==> src/rtl/alu_seq.sv <==
// alu_seq: registered ALU execution unit with start/busy/done handshake.
// Single-cycle ops (MOV..DEC) complete in the cycle after acceptance;
// shifts and rotates iterate one bit position per clock.
//
// state | meaning
// ------+-------------------------------------------------------------
// IDLE  | waiting for start; single-cycle ops complete from here
// SHIFT | shifting work register one position per clock until cnt==0
module alu_seq #(
  parameter int WIDTH   = 16,
  parameter int SHAMT_W = 4
) (
  input  logic               clk,
  input  logic               rst,
  input  logic               start,
  input  logic [3:0]         op,
  input  logic [WIDTH-1:0]   a,
  input  logic [WIDTH-1:0]   b,
  input  logic               c_in,
  input  logic [SHAMT_W-1:0] shamt,
  output logic               busy,
  output logic               done,
  output logic [WIDTH-1:0]   result,
  output logic               c_flag,
  output logic               z_flag,
  output logic               n_flag,
  output logic               v_flag
);

  localparam logic [3:0] OP_MOV = 4'd0;
  localparam logic [3:0] OP_ADD = 4'd1;
  localparam logic [3:0] OP_SUB = 4'd2;
  localparam logic [3:0] OP_ADC = 4'd3;
  localparam logic [3:0] OP_SBB = 4'd4;
  localparam logic [3:0] OP_AND = 4'd5;
  localparam logic [3:0] OP_OR  = 4'd6;
  localparam logic [3:0] OP_XOR = 4'd7;
  localparam logic [3:0] OP_NOT = 4'd8;
  localparam logic [3:0] OP_INC = 4'd9;
  localparam logic [3:0] OP_DEC = 4'd10;
  localparam logic [3:0] OP_SLL = 4'd11;
  localparam logic [3:0] OP_SLA = 4'd12;
  localparam logic [3:0] OP_SRL = 4'd13;
  localparam logic [3:0] OP_SRA = 4'd14;

  localparam int MSB = WIDTH - 1;

  typedef enum logic {IDLE, SHIFT} state_t;

  state_t             state_q, state_d;
  logic [3:0]         op_q;
  logic [WIDTH-1:0]   work_q;
  logic [SHAMT_W-1:0] cnt_q;
  logic               sc_q, sv_q;

  logic               is_shift;
  logic               is_sub;
  logic               cin_eff;
  logic [WIDTH-1:0]   opnd_b;
  logic [WIDTH:0]     arith;
  logic [WIDTH-1:0]   alu_res;
  logic               alu_c, alu_v;
  logic [WIDTH-1:0]   step_work;
  logic               step_out;

  assign is_shift = (op > OP_DEC);
  assign busy     = (state_q == SHIFT);

  // Single-cycle datapath: WIDTH+1 bit add/subtract plus logic ops.
  always_comb begin
    opnd_b  = b;
    cin_eff = 1'b0;
    is_sub  = 1'b0;
    alu_res = a;
    alu_c   = 1'b0;
    alu_v   = 1'b0;
    if (op == OP_INC || op == OP_DEC) opnd_b = {{(WIDTH-1){1'b0}}, 1'b1};
    if (op == OP_ADC || op == OP_SBB) cin_eff = c_in;
    if (op == OP_SUB || op == OP_SBB || op == OP_DEC) is_sub = 1'b1;
    if (is_sub)
      arith = {1'b0, a} - {1'b0, opnd_b} - {{WIDTH{1'b0}}, cin_eff};
    else
      arith = {1'b0, a} + {1'b0, opnd_b} + {{WIDTH{1'b0}}, cin_eff};
    case (op)
      OP_MOV: alu_res = a;
      OP_ADD, OP_SUB, OP_ADC, OP_SBB, OP_INC, OP_DEC: begin
        alu_res = arith[WIDTH-1:0];
        // for subtraction the top bit is the borrow, not a carry
        alu_c   = arith[WIDTH];
        if (is_sub)
          alu_v = (a[MSB] != opnd_b[MSB]) && (arith[MSB] != a[MSB]);
        else
          alu_v = (a[MSB] == opnd_b[MSB]) && (arith[MSB] != a[MSB]);
      end
      OP_AND: alu_res = a & b;
      OP_OR:  alu_res = a | b;
      OP_XOR: alu_res = a ^ b;
      OP_NOT: alu_res = ~a;
      default: alu_res = a;
    endcase
  end

  // One-position shift/rotate step of the work register.
  always_comb begin
    step_work = work_q;
    step_out  = 1'b0;
    case (op_q)
      OP_SLL, OP_SLA: begin
        step_work = {work_q[WIDTH-2:0], 1'b0};
        step_out  = work_q[MSB];
      end
      OP_SRL: begin
        step_work = {1'b0, work_q[WIDTH-1:1]};
        step_out  = work_q[0];
      end
      OP_SRA: begin
        step_work = {work_q[MSB], work_q[WIDTH-1:1]};
        step_out  = work_q[0];
      end
      default: begin
        step_work = {work_q[0], work_q[WIDTH-1:1]};
        step_out  = work_q[0];
      end
    endcase
  end

  // Next-state decode.
  always_comb begin
    state_d = state_q;
    case (state_q)
      IDLE:    if (start && is_shift) state_d = SHIFT;
      SHIFT:   if (cnt_q == '0) state_d = IDLE;
      default: state_d = IDLE;
    endcase
  end

  // State register.
  always_ff @(posedge clk) begin
    if (rst) state_q <= IDLE;
    else     state_q <= state_d;
  end

  // Operand capture, shift iteration, and registered result/flags.
  always_ff @(posedge clk) begin
    if (rst) begin
      op_q   <= OP_MOV;
      work_q <= '0;
      cnt_q  <= '0;
      sc_q   <= 1'b0;
      sv_q   <= 1'b0;
      done   <= 1'b0;
      result <= '0;
      c_flag <= 1'b0;
      z_flag <= 1'b0;
      n_flag <= 1'b0;
      v_flag <= 1'b0;
    end else begin
      done <= 1'b0;
      case (state_q)
        IDLE: begin
          if (start) begin
            if (is_shift) begin
              op_q   <= op;
              work_q <= a;
              cnt_q  <= shamt;
              sc_q   <= 1'b0;
              sv_q   <= 1'b0;
            end else begin
              result <= alu_res;
              c_flag <= alu_c;
              v_flag <= alu_v;
              z_flag <= (alu_res == '0);
              n_flag <= alu_res[MSB];
              done   <= 1'b1;
            end
          end
        end
        SHIFT: begin
          if (cnt_q != '0) begin
            work_q <= step_work;
            cnt_q  <= cnt_q - SHAMT_W'(1);
            sc_q   <= step_out;
            // SLA overflow is sticky: any step that flips the sign bit
            if (op_q == OP_SLA && step_work[MSB] != work_q[MSB]) sv_q <= 1'b1;
          end else begin
            result <= work_q;
            c_flag <= sc_q;
            v_flag <= sv_q;
            z_flag <= (work_q == '0);
            n_flag <= work_q[MSB];
            done   <= 1'b1;
          end
        end
        default: ;
      endcase
    end
  end

endmodule

==> config.mk <==
export PLATFORM = sky130hd
export DESIGN_NAME = alu_seq
export DESIGN_NICKNAME = d
export VERILOG_FILES = /design/src/rtl/alu_seq.sv
export SDC_FILE = /design/constraint.sdc
export NUM_CORES = 1
export LEC_CHECK = 0
export BUFFER_PORTS_ARGS = -buffer_cell sky130_fd_sc_hd__buf_2
export CAP_MARGIN = 30
export CORE_AREA = 10 10 132 134
export DETAILED_ROUTE_END_ITERATION = 8
export DIE_AREA = 0 0 142 144
export PLACE_DENSITY = 0.69
export SYNTH_ARGS = -nofsm -noshare
export SYNTH_HDL_FRONTEND = slang
export SYNTH_SLANG_ARGS = --single-unit
==> constraint.sdc <==
create_clock -name clk -period 9.05 [get_ports clk]
set_input_delay 1.81 -clock clk [delete_from_list [all_inputs] [get_ports clk]]
set_output_delay 1.81 -clock clk [all_outputs]
set_load 0.05 [all_outputs]
==> flow_metrics.env <==
export IMPL_fin_setup_tns_ps=0
export IMPL_core_area_um2=14900
export IMPL_relSlewSlack_pct=39.7
export IMPL_cp_arrival_ps=5910
export IMPL_r2r_end="z_flag"
export IMPL_syn_cell_area_um2=5830
export IMPL_clock_sinks=47
export IMPL_path_depth=15
export IMPL_path_clk_slew_ps=60
export IMPL_syn_to_final_growth_pct=10.5
export IMPL_cts_inserted_buffers=5
export IMPL_finalHoldViolations=0
export IMPL_outcome="completed"
export IMPL_antenna_cells=0
export IMPL_critPathCaptureType="flip-flop"
export IMPL_r2r_start="cnt_q[0]"
export IMPL_synth_warnings=0
export IMPL_synth_async_reset_ratio_pct=0
export IMPL_cap_viol_max_count=0
export IMPL_grt_setup_unrepaired="no"
export IMPL_antenna_found_initial=0
export IMPL_cts_tree="done"
export IMPL_synthFlopType="dfxtp_1"
export IMPL_grt_max_degree=61
export IMPL_p_per_area_nw_per_um2=131
export IMPL_crit_end="z_flag"
export IMPL_final_common_cell="ha_1"
export IMPL_ctsResizeCount=0
export IMPL_path_class="in -> reg"
export IMPL_worst_pin_slew_ps=904
export IMPL_grt_pass1_vias=5646
export IMPL_path_buf_inv=3
export IMPL_layout_nets=929
export IMPL_r2r_worst_path_cells=10
export IMPL_final_cell_mix="ha_1, inv_1, nor2_1"
export IMPL_synthTopCellsByArea="ha_1, dfxtp_1, a21oi_1"
export IMPL_ant_nets=0
export IMPL_ir_worst_vdd_mv=0.0704
export IMPL_grt_usage_pct=17.4
export IMPL_max_stage_delay_ps=610
export IMPL_initial_core_util_pct=39.2
export IMPL_max_freq_mhz=176
export IMPL_via_per_inst=5.96
export IMPL_vias=5909
export IMPL_rrSetupSlack_ps=6240
export IMPL_period_needed_ps=5670
export IMPL_holdBufCountCts=0
export IMPL_layout_drive_gt1_share_pct=13.6
export IMPL_row_count=45
export IMPL_io_buffers=65
export IMPL_ys_seq_area_share_pct=16.1
export IMPL_drt_wl_total_mm=18.3
export IMPL_route_detailed_drc=0
export IMPL_syn_inst=772
export IMPL_finalSetupViolCount=0
export IMPL_critical_path_required_ps=9290
export IMPL_synth_top_area_cell="ha_1"
export IMPL_die_h_um=144
export IMPL_drt_iter0_markers=624
export IMPL_synth_edf_count=0
export IMPL_die_width_um=142
export IMPL_synth_top_area_share_pct=16.7
export IMPL_ctsRootBufferMaster="clkbuf_16"
export IMPL_maxSlewViolCount=0
export IMPL_drtPass1Iterations=5
export IMPL_critPathTopFamily="compound AO/OA/AOI/OAI gates"
export IMPL_overflow=0
export IMPL_crit_fanout=22
export IMPL_pin_count=66
export IMPL_slowest_stage="o41ai_1"
export IMPL_power_leakage_nw=2.90
export IMPL_grt_pass1_wl_mm=29.6
export IMPL_cts_buffer_depth=2
export IMPL_dp_hpwl_mm=14.4
export IMPL_cts_htree_levels=2
export IMPL_gp_congestion=0.966
export IMPL_crit_chain="buf_2 -> inv_1 -> a31oi_1 -> ha_1 -> inv_1 -> ha_1 -> o211ai_1 -> nor3_1 -> a2111oi_2 -> o41ai_1 -> xnor2_1 -> o211ai_1 -> nor4_1 -> nand4_1 -> nand2_1"
export IMPL_fin_hold_ws_ps=447
export IMPL_holdCritPathClass="reg -> reg"
export IMPL_cts_setup_buffers=0
export IMPL_syn_area_per_cell_um2=7.55
export IMPL_syn_nets=898
export IMPL_wl_per_cell_um=18.5
export IMPL_startpoint_type="primary input"
export IMPL_fin_skew_ps=3.19
export IMPL_die_area_um2=20400
export IMPL_synth_distinct_cells=84
export IMPL_min_period_over_period_pct=62.7
export IMPL_clk_latency_ps=290
export IMPL_synth_seq_cells=47
export IMPL_critPathLaunch="op[2]"
cell type report:
cell class,instances,area [um2]
Fill cell,1524,8430
Multi-Input combinational cell,601,4440
Sequential cell,47,942
Timing Repair Buffer,71,378
Inverter,77,289
Tap cell,188,235
Clock buffer,8,156
per-stage QoR:
step	cell area (um2)	cells	setup WS [ps]	util (%)	total power (W)
after CTS	6420	991	3480	43.2	0.000839
after global routing	6440	992	3100	43.3	0.000894
after detailed placement	6270	983	3200	42.2	0.000645
after floorplan	5830	772	3290	-	0.000548
after global placement	6260	982	3230	42.1	0.000642
final	6440	992	3380	43.3	0.000842
how the worst min path moves through the flow:
stage | start | end | slack [ps] | cells after the start
finish | result[0] | result[0] | 450 | 2
detailed placement | result[11] | result[11] | 440 | 2
floorplan | sv_q | sv_q | 440 | 2
CTS | result[11] | result[11] | 450 | 2
global placement | result[4] | result[4] | 440 | 2
global route | result[0] | result[0] | 470 | 2
metal layers:
metal / GRT usage, % / part of all wire (%) / up-vias
met2: 28.4 / 46 / 225
met4: 5.59 / 2.4 / 0
met5: 0 / 0 / -
met1: 22.8 / 44 / 2770
li1: - / - / 2883
met3: 2.89 / 7.2 / 31
synthesized netlist by cell type (7+ instances only):
cell / instances
a21oi_1: 60
clkbuf_1: 38
inv_1: 74
mux2i_1: 21
nor3_1: 18
o221ai_1: 7
nand3_1: 10
nor2_1: 74
a31oi_1: 23
and3_1: 8
ha_1: 78
o21ai_1: 7
a211oi_1: 17
or3_1: 9
nand2b_1: 9
o211ai_1: 14
a222oi_1: 11
a21o_1: 9
a221oi_1: 10
nor4_1: 10
xor2_1: 7
o21ai_0: 24
xnor2_1: 19
nand2_1: 59
dfxtp_1: 47
power by group:
| group | internal, W | switching (W) | total (W) |
|---|---|---|---|
| Sequential | 0.000222 | 0.0000132 | 0.000235 |
| Combinational | 0.000153 | 0.000261 | 0.000413 |
| Clock | 0.000118 | 0.0000762 | 0.000194 |
| Total | 0.000492 | 0.000350 | 0.000842 |
registers in the layout, indices dropped and copies added (netlist names):
name and count:
c_flag 1, op_q 4, z_flag 1, done 1, v_flag 1, sv_q 1, cnt_q 4, sc_q 1
result 16, work_q 16, busy 1
worst reg2reg max path: stages (launching register included):
cell and delay [ps]:
dfxtp_1 310, inv_1 90, ha_1 180, nand2b_1 90, o21ai_0 460, and2_1 710
o211ai_1 160, nor4b_1 330, and4b_1 260, nand4_1 90, nand2_1 80
cells by family after synthesis:
group	Yosys count	share of synthesized area, %
compound gates	240	30.4
xor+xnor	27	4.19
fa+ha+maj	82	18.1
buf+inv	124	8.27
flops	47	16.1
mux	22	3.80
simple gates	230	19.1
No activity file was read; power rests on OpenSTA's default activity.
